==> src/rtl/rv_pkg.sv <==
// Shared definitions for the rv core: data width, peripheral address map,
// and the data bus controller state type.
package rv_pkg;

   localparam int unsigned XLEN = 32;

   localparam logic [XLEN-1:0] ADDRESS_RAM  = 32'h0000_0000;
   localparam logic [XLEN-1:0] ADDRESS_KEY  = 32'h1000_0000;
   localparam logic [XLEN-1:0] ADDRESS_LED  = 32'h1000_0004;
   localparam logic [XLEN-1:0] ADDRESS_UART = 32'h1000_0010;

   localparam int unsigned BUS_N_SLAVES = 4;

   // Entry 0 is the rightmost element: RAM, KEY, LED, UART.
   localparam logic [BUS_N_SLAVES-1:0][XLEN-1:0] BUS_SLV_BASE = {
      ADDRESS_UART, ADDRESS_LED, ADDRESS_KEY, ADDRESS_RAM
   };
   localparam logic [BUS_N_SLAVES-1:0][XLEN-1:0] BUS_SLV_MASK = {
      32'hFFFF_FFF0, 32'hFFFF_FFFC, 32'hFFFF_FFFC, 32'hFFFF_0000
   };

   typedef enum logic [1:0] {
      BUS_IDLE,
      BUS_WAIT,
      BUS_ERR
   } bus_state_t;

endpackage

==> src/rtl/rv_bus_addr_decoder.sv <==
// Combinational base/mask address decoder; the lowest-indexed matching slave
// wins when several entries overlap.
module rv_bus_addr_decoder
   import rv_pkg::*;
#(
   parameter int unsigned N_SLAVES = BUS_N_SLAVES,
   parameter int unsigned IDX_W    = (N_SLAVES > 1) ? $clog2(N_SLAVES) : 1,
   parameter logic [N_SLAVES-1:0][XLEN-1:0] SLV_BASE = BUS_SLV_BASE,
   parameter logic [N_SLAVES-1:0][XLEN-1:0] SLV_MASK = BUS_SLV_MASK
) (
   input  logic [XLEN-1:0]  addr,
   output logic             hit,
   output logic [IDX_W-1:0] idx
);

   always_comb begin
      hit = 1'b0;
      idx = '0;
      for (int unsigned k = 0; k < N_SLAVES; k++) begin
         if (!hit && ((addr & SLV_MASK[k]) == SLV_BASE[k])) begin
            hit = 1'b1;
            idx = IDX_W'(k);
         end
      end
   end

endmodule

==> src/rtl/rv_data_bus_ctrl.sv <==
// Single-master, N-slave data bus controller: one outstanding transaction,
// error response on unmapped addresses and on slave timeout.
module rv_data_bus_ctrl
   import rv_pkg::*;
#(
   parameter int unsigned N_SLAVES       = BUS_N_SLAVES,
   parameter int unsigned TIMEOUT_CYCLES = 16,
   parameter logic [N_SLAVES-1:0][XLEN-1:0] SLV_BASE = BUS_SLV_BASE,
   parameter logic [N_SLAVES-1:0][XLEN-1:0] SLV_MASK = BUS_SLV_MASK
) (
   input  logic                     clk_i,
   input  logic                     arstn_i,
   input  logic                     data_req_i,
   output logic                     data_gnt_o,
   input  logic                     data_we_i,
   input  logic [XLEN/8-1:0]        data_be_i,
   input  logic [XLEN-1:0]          data_addr_i,
   input  logic [XLEN-1:0]          data_wdata_i,
   output logic                     data_rvalid_o,
   output logic [XLEN-1:0]          data_rdata_o,
   output logic                     data_err_o,
   output logic [N_SLAVES-1:0]      s_req_o,
   output logic                     s_we_o,
   output logic [XLEN/8-1:0]        s_be_o,
   output logic [XLEN-1:0]          s_addr_o,
   output logic [XLEN-1:0]          s_wdata_o,
   input  logic [N_SLAVES-1:0]      s_rvalid_i,
   input  logic [N_SLAVES*XLEN-1:0] s_rdata_i
);

   localparam int unsigned IDX_W = (N_SLAVES > 1) ? $clog2(N_SLAVES) : 1;
   localparam int unsigned CNT_W = $clog2(TIMEOUT_CYCLES + 1);

   bus_state_t state_q, state_d;
   logic [CNT_W-1:0] cnt_q, cnt_d;
   logic [IDX_W-1:0] sel_q, sel_d;
   logic             rvalid_d, err_d, load;
   logic [XLEN-1:0]  rdata_d;
   logic [N_SLAVES-1:0] sreq_d;

   logic             hit;
   logic [IDX_W-1:0] idx;
   logic [N_SLAVES-1:0][XLEN-1:0] rdata_arr;

   assign rdata_arr  = s_rdata_i;
   assign data_gnt_o = (state_q == BUS_IDLE);

   rv_bus_addr_decoder #(
      .N_SLAVES (N_SLAVES),
      .IDX_W    (IDX_W),
      .SLV_BASE (SLV_BASE),
      .SLV_MASK (SLV_MASK)
   ) u_dec (
      .addr (data_addr_i),
      .hit  (hit),
      .idx  (idx)
   );

   always_ff @(posedge clk_i or negedge arstn_i) begin
      if (!arstn_i) state_q <= BUS_IDLE;
      else          state_q <= state_d;
   end

   always_comb begin
      state_d  = state_q;
      cnt_d    = cnt_q;
      sel_d    = sel_q;
      rvalid_d = 1'b0;
      err_d    = 1'b0;
      rdata_d  = '0;
      sreq_d   = '0;
      load     = 1'b0;
      case (state_q)
         BUS_IDLE: begin
            if (data_req_i) begin
               load = 1'b1;
               if (hit) begin
                  sreq_d[idx] = 1'b1;
                  sel_d       = idx;
                  cnt_d       = '0;
                  state_d     = BUS_WAIT;
               end else begin
                  state_d = BUS_ERR;
               end
            end
         end
         BUS_WAIT: begin
            cnt_d = cnt_q + CNT_W'(1);
            // The ack is tested first so it beats a timeout in the same cycle.
            if (s_rvalid_i[sel_q]) begin
               rvalid_d = 1'b1;
               rdata_d  = s_we_o ? '0 : rdata_arr[sel_q];
               state_d  = BUS_IDLE;
            end else if (cnt_q == CNT_W'(TIMEOUT_CYCLES - 1)) begin
               rvalid_d = 1'b1;
               err_d    = 1'b1;
               state_d  = BUS_IDLE;
            end
         end
         BUS_ERR: begin
            rvalid_d = 1'b1;
            err_d    = 1'b1;
            state_d  = BUS_IDLE;
         end
         default: state_d = BUS_IDLE;
      endcase
   end

   always_ff @(posedge clk_i or negedge arstn_i) begin
      if (!arstn_i) begin
         cnt_q         <= '0;
         sel_q         <= '0;
         data_rvalid_o <= 1'b0;
         data_err_o    <= 1'b0;
         data_rdata_o  <= '0;
         s_req_o       <= '0;
         s_we_o        <= 1'b0;
         s_be_o        <= '0;
         s_addr_o      <= '0;
         s_wdata_o     <= '0;
      end else begin
         cnt_q         <= cnt_d;
         sel_q         <= sel_d;
         data_rvalid_o <= rvalid_d;
         data_err_o    <= err_d;
         data_rdata_o  <= rdata_d;
         s_req_o       <= sreq_d;
         if (load) begin
            s_we_o    <= data_we_i;
            s_be_o    <= data_be_i;
            s_addr_o  <= data_addr_i;
            s_wdata_o <= data_wdata_i;
         end
      end
   end

endmodule

==> config.mk <==
export PLATFORM = sky130hd
export DESIGN_NAME = rv_data_bus_ctrl
export DESIGN_NICKNAME = d
export VERILOG_FILES = /design/src/rtl/rv_pkg.sv /design/src/rtl/rv_bus_addr_decoder.sv /design/src/rtl/rv_data_bus_ctrl.sv
export SDC_FILE = /design/constraint.sdc
export NUM_CORES = 1
export LEC_CHECK = 0
export ABC_CLOCK_PERIOD_IN_PS = 4950
export CORE_AREA = 2 2 119 121
export DETAILED_ROUTE_END_ITERATION = 10
export DIE_AREA = 0 0 121 123
export PLACE_DENSITY = 0.82
export SLEW_MARGIN = 20
export SYNTH_ARGS = -nofsm -noshare
export SYNTH_HDL_FRONTEND = slang
export SYNTH_SLANG_ARGS = --single-unit
==> constraint.sdc <==
create_clock -name clk_i -period 4.95 [get_ports clk_i]
set_clock_uncertainty 0.2 [all_clocks]
set_input_delay 0.7425 -clock clk_i [delete_from_list [all_inputs] [get_ports clk_i]]
set_output_delay 0.7425 -clock clk_i [all_outputs]
set_load 0.02 [all_outputs]
# Word level (Yosys, flattened, before mapping)
# Cells that the tools add are included.
[word_totals]
wordCells = 71
reg_bits = 116
out_inout_bits = 108
[op_classes]
reduce_logical = 13
n_lt_le_gt_ge = 3
n_mux = 34
eq_ne = 9
add_sub_neg = 1
[op_table]
columns = ["operator", "n"]
rows = [
  ["$mux W32", 4],
  ["$bmux W32 S2", 1],
  ["$eq A30 B27 Y1 const B", 2],
  ["$logic_not A32 Y1", 1],
  ["$eq A28 B25 Y1 const B", 1],
  ["$mux W1", 12],
  ["$mux W2", 6],
  ["$mux W4", 3],
  ["$mux W5", 2],
  ["$pmux W5 S2", 1],
  ["$lt A2 B3 Y1 const B", 2],
  ["$reduce_and A3 Y1", 2],
  ["$add A5 B1 Y5 const B", 1],
  ["$eq A5 B4 Y1 const B", 1],
  ["$logic_and A1 B1 Y1", 4],
  ["$pmux W1 S2", 2],
  ["$pmux W2 S2", 1],
  ["$logic_not A1 Y1", 3],
  ["$ne A3 B3 Y1 const B", 1],
  ["$bmux W1 S2", 1],
  ["$demux W1 S2", 1],
  ["$eq A2 B1 Y1 const B", 1],
  ["$eq A2 B2 Y1 const B", 1],
  ["$ge A2 B1 Y1 const B", 1],
  ["other kinds (5)", 5],
]

# Longest topological paths before layout
[logic_depth]
ltp_word = 18
mapped_depth = 7
ltp_nobuf = 7

# Modules after synthesis
# A second synthesis with hierarchy kept.
[hier_totals]
cells_unflattened = 340
area_unflattened_um2 = 5162.5
[by_module_without_submodules]
columns = ["mod", "area_per_inst_um2", "cells_each", "seq_area_each_um2", "n_inst"]
rows = [
  ["rv_data_bus_ctrl", 5032.3, 322, 2902.8, 1],
  ["rv_bus_addr_decoder", 130.1, 18, 0.0, 1],
]

# Worst setup path after synthesis
# No wires, ideal clock.
[synth_path]
path_type = "in2reg"
start = "in data_addr_i[26]"
end = "reg cnt_q[3]"
slack_ps = 2611
cell_stages = 5
setup_ps = 126
arrival_ps = 2013
path_buffers = 0
required_ps = 4624
cell_sequence = "nor4_2 > nand4_2 > or2_4 > o21a_1 > a221o_1"
[synth_between]
elab_chain_len = 13
[synth_rtl]
columns = ["item", "line", "source"]
rows = [
  ["start, declared", "rv_data_bus_ctrl.sv:17", "input logic [XLEN-1:0] data_addr_i,"],
  ["$logic_not A32 Y1", "rv_bus_addr_decoder.sv:20", "if (!hit && ((addr & SLV_MASK[k]) == SLV_BASE[k])) begin"],
  ["$mux W1", "rv_bus_addr_decoder.sv:20", ""],
  ["$logic_not A1 Y1", "rv_bus_addr_decoder.sv:20", ""],
  ["$logic_and A1 B1 Y1", "rv_bus_addr_decoder.sv:20", ""],
  ["$mux W1", "rv_bus_addr_decoder.sv:20", ""],
  ["$logic_not A1 Y1", "rv_bus_addr_decoder.sv:20", ""],
  ["$logic_and A1 B1 Y1", "rv_bus_addr_decoder.sv:20", ""],
  ["$mux W1", "rv_bus_addr_decoder.sv:20", ""],
  ["$logic_not A1 Y1", "rv_bus_addr_decoder.sv:20", ""],
  ["$logic_and A1 B1 Y1", "rv_bus_addr_decoder.sv:20", ""],
  ["$mux W1 *", "rv_bus_addr_decoder.sv:20", ""],
  ["$ne A2 B1 Y1 (no source line) *", "--", ""],
  ["$reduce_and A3 Y1 (no source line) *", "--", ""],
  ["end signal, assigned", "rv_data_bus_ctrl.sv:122", "cnt_q <= cnt_d;"],
  ["end, declared", "rv_data_bus_ctrl.sv:35", "logic [CNT_W-1:0] cnt_q, cnt_d;"],
]
# Mark *: on every way between the ends. The rest lies on a longest branch, timed or not.
# A chain may end at the register's enable or synchronous reset.

# Final worst setup path
[layout_path]
start = "in data_req_i"
end = "reg cnt_q[3]"
[layout_between]
elab_chain_len = 2
[layout_rtl]
columns = ["item", "line", "source"]
rows = [
  ["start, declared", "rv_data_bus_ctrl.sv:13", "input logic data_req_i,"],
  ["$ne A2 B2 Y1 (no source line)", "--", ""],
  ["$reduce_and A3 Y1 (no source line)", "--", ""],
]
# No other way between the ends.

==> results.toml <==
[timing]
max_slew_margin_pct = 37.17
rsz0062_at_grt = "no"
finalWorstSetupSlack_ns = 2.083
max_freq_mhz = 348.8
timing.setup.tns_ns = 0
period_share_pct = 57.93
hold_violations = 0
period_minus_slack_ns = 2.867
slew_viol_final = 0
setup_viol_count_final = 0
worst_pin_slew_ns = 0.9425

[worst_setup_path]
end_kind = "flop"
crit_slowest_cell = "clkdlybuf4s50_1"
critPathArrivalTime_ns = 2.94
setup.worst_path.class = "primary input to flop"
worstPathCellList = "clkdlybuf4s50_1 > nand2_4 > or2_4 > o21a_1 > a221o_1"
startpoint_type = "primary input"
max_stage_delay_ns = 0.55
crit_required_ns = 5.02
crit_fanout = 73

[worst_hold_path]
hp-class = "primary input to asynchronous set/reset pin"

[finish]
nets = 864
antenna_cells = 0
drive_above_1_share_pct = 18.52
final_area_um2 = 9067
regArea_um2 = 2904
syn_to_final_growth_pct = 74.75
multi_input_area_um2 = 2195
fillers = 957

[power]
p_comb_share_pct = 26.5
p_leak_uw = 0.003645
pwr-share-clk_pct = 37.0
p_int_uw = 2361
finalPower_uw = 3150
swShare_pct = 25.04
peakVddDrop_mv = 0.2078
p_per_area_nw_per_um2 = 347.4
p_seq_share_pct = 36.5
switchingPower_uw = 789.0

[yosys]
syn_area_um2 = 5189
synth_top_cell_by_area = "dfrtp_1"
yosysUniqueCellTypes = 37
syn_nets = 548
synth_seq_area_share_pct = 55.94
async_reset_ff_share_pct = 100.0
synthCells = 339
synth_warnings = 0
synthTopCellsByArea = "dfrtp_1 56%, mux4_2 14%, mux2_2 11%, mux2_1 4.1%, nor2b_1 4.1%"
ys.flop_type = "dfrtp_1"
synth.avg_cell_area_um2 = 15.31
ys_ff_latch = 116
synth_common_cells = "116 x dfrtp_1, 49 x mux2_2, 34 x nor2b_1"
yosysMostFrequentCell = "dfrtp_1"
synth.top_cell.area_share_pct = 55.94
synth-edff-count = 0

[detailed_routing]
antenna_left = 0
wl_um = 15240
vias = 4154
drt_iter0_drc = 153
dr.pass1.iters = 4
drc = 0
routedWlPerCell_um = 18.06
via_per_inst = 4.922

[placement]
place_ws_ns = 1.683
dpl.hpwl_um = 12180
routabilityCongestion = 0.7770
dpl-instance-area_um2 = 8479
port_buffers = 311

[floorplan]
core_um2 = 13610
die_area_um2 = 14880
io_pins = 312
row_count = 43
die_h_um = 123
start_util_pct = 38.12
die_w_um = 121

[cts]
cts_sinks = 116
cts-htree-levels = 4
clock_latency_ns = 0.39
path_clk_slew_ns = 0.05
ctsRootBufferMaster = "clkbuf_16"
hold_buffers = 0
cts_tree = "built"
ctsResizeCount = 0
clockBufferDepth = 2
cts_made_buffers = 17
cts_setup_buffers = 0

[run]
drv_cap = 0

[global_route]
grt_max_degree = 82
grt_pass1_vias = 4440
grt.overflow.total = 0
grt_util_all_layers_pct = 20.02
grt_pass1_wl_um = 22800
antenna_found_initial = 0

[run_status]
status = "completed"
-- cells by family after synthesis --
| logic type | synth area share (%) |
|---|---|
| DFF | 55.94 |
| muxes | 29.08 |
| adders and majority gates | 1.206 |
| AOI/OAI and AO/OA | 3.159 |
| buffers and inverters | 1.905 |
| and+or+nand+nor | 8.705 |
-- placed cells by master, fill, tap and decap left out, types with 5 or more instances in the layout --
cell type        count
o21a_1               5
nor2b_1             34
clkbuf_8             5
nor2_1               6
ha_1                 5
mux2_2              49
inv_1                6
mux4_2              33
mux2_1              19
dfrtp_1            115
nand2_1              6
clkbuf_16           17
clkdlybuf4s50_1    310
-- power groups by stage --
stage	logic [uW]	clock network, uW	registers (uW)
floorplan	178	0	1320
global placement	830	0	1150
detailed placement	843	0	1170
CTS	847	1190	1150
global route	882	1230	1160
finish	836	1160	1150
-- per-stage QoR --
| stage | cells | util (%) | hold slack (ns) |
|---|---|---|---|
| 2_1_floorplan | 339 | - | 0.2469 |
| 3_3_place_gp | 815 | 62.29 | 0.2676 |
| 3_5_place_dp | 815 | 62.29 | 0.2787 |
| 4_1_cts | 843 | 66.50 | 0.2894 |
| 5_1_grt | 844 | 66.61 | 0.2399 |
| 6_report | 844 | 66.61 | 0.1906 |
-- metal layers --
| metal | track usage [%] | part of all wire (%) | up-vias | wire (um) |
|---|---|---|---|---|
| met3 | 6.550 | 8.0 | 17 | 1215 |
| met4 | 6.323 | 1.6 | 0 | 246 |
| li1 | - | - | 1885 | - |
| met1 | 20.81 | 35 | 2046 | 5381 |
| met5 | 0 | 0 | - | 0 |
| met2 | 37.99 | 55 | 206 | 8397 |
-- worst max-delay path: cells and delay by family --
family	cells	cell delay, ns
and+or+nand+nor	2	1.01
buffers and inverters	1	0.55
AOI/OAI and AO/OA	2	0.59
-- cell type report --
type | instances | share of cell area [%]
clock buffers | 23 | 5.492
inverters | 6 | 0.2484
repair buffers | 315 | 34.72
clock inverters | 5 | 0.8279
flip-flops and latches | 116 | 32.03
well taps | 180 | 2.484
multi-input cells | 199 | 24.20
-- worst paths after layout --
path                          startpoint             to  slack [ns]  cells past startpoint
max                           data_req_i       cnt_q[3]        2.08                      5
min                              arstn_i   s_wdata_o[1]        0.19                      1
max reg2reg                   state_q[1]       cnt_q[3]        2.19                      6
min reg2reg                s_wdata_o[30]  s_wdata_o[30]        0.29                      1
max in group asynchronous        arstn_i      s_be_o[3]        3.44                      2
min in group clk_i         s_wdata_o[30]  s_wdata_o[30]        0.29                      1
-- flip-flops by register name (all words and copies together) (netlist names) --
name / flops
cnt_q: 5
data_err_o: 1
data_rdata_o: 32
data_rvalid_o: 1
s_addr_o: 32
s_be_o: 4
s_req_o: 4
s_wdata_o: 32
s_we_o: 1
sel_q: 2
state_q: 2
Power figures use the tool's default switching activity.
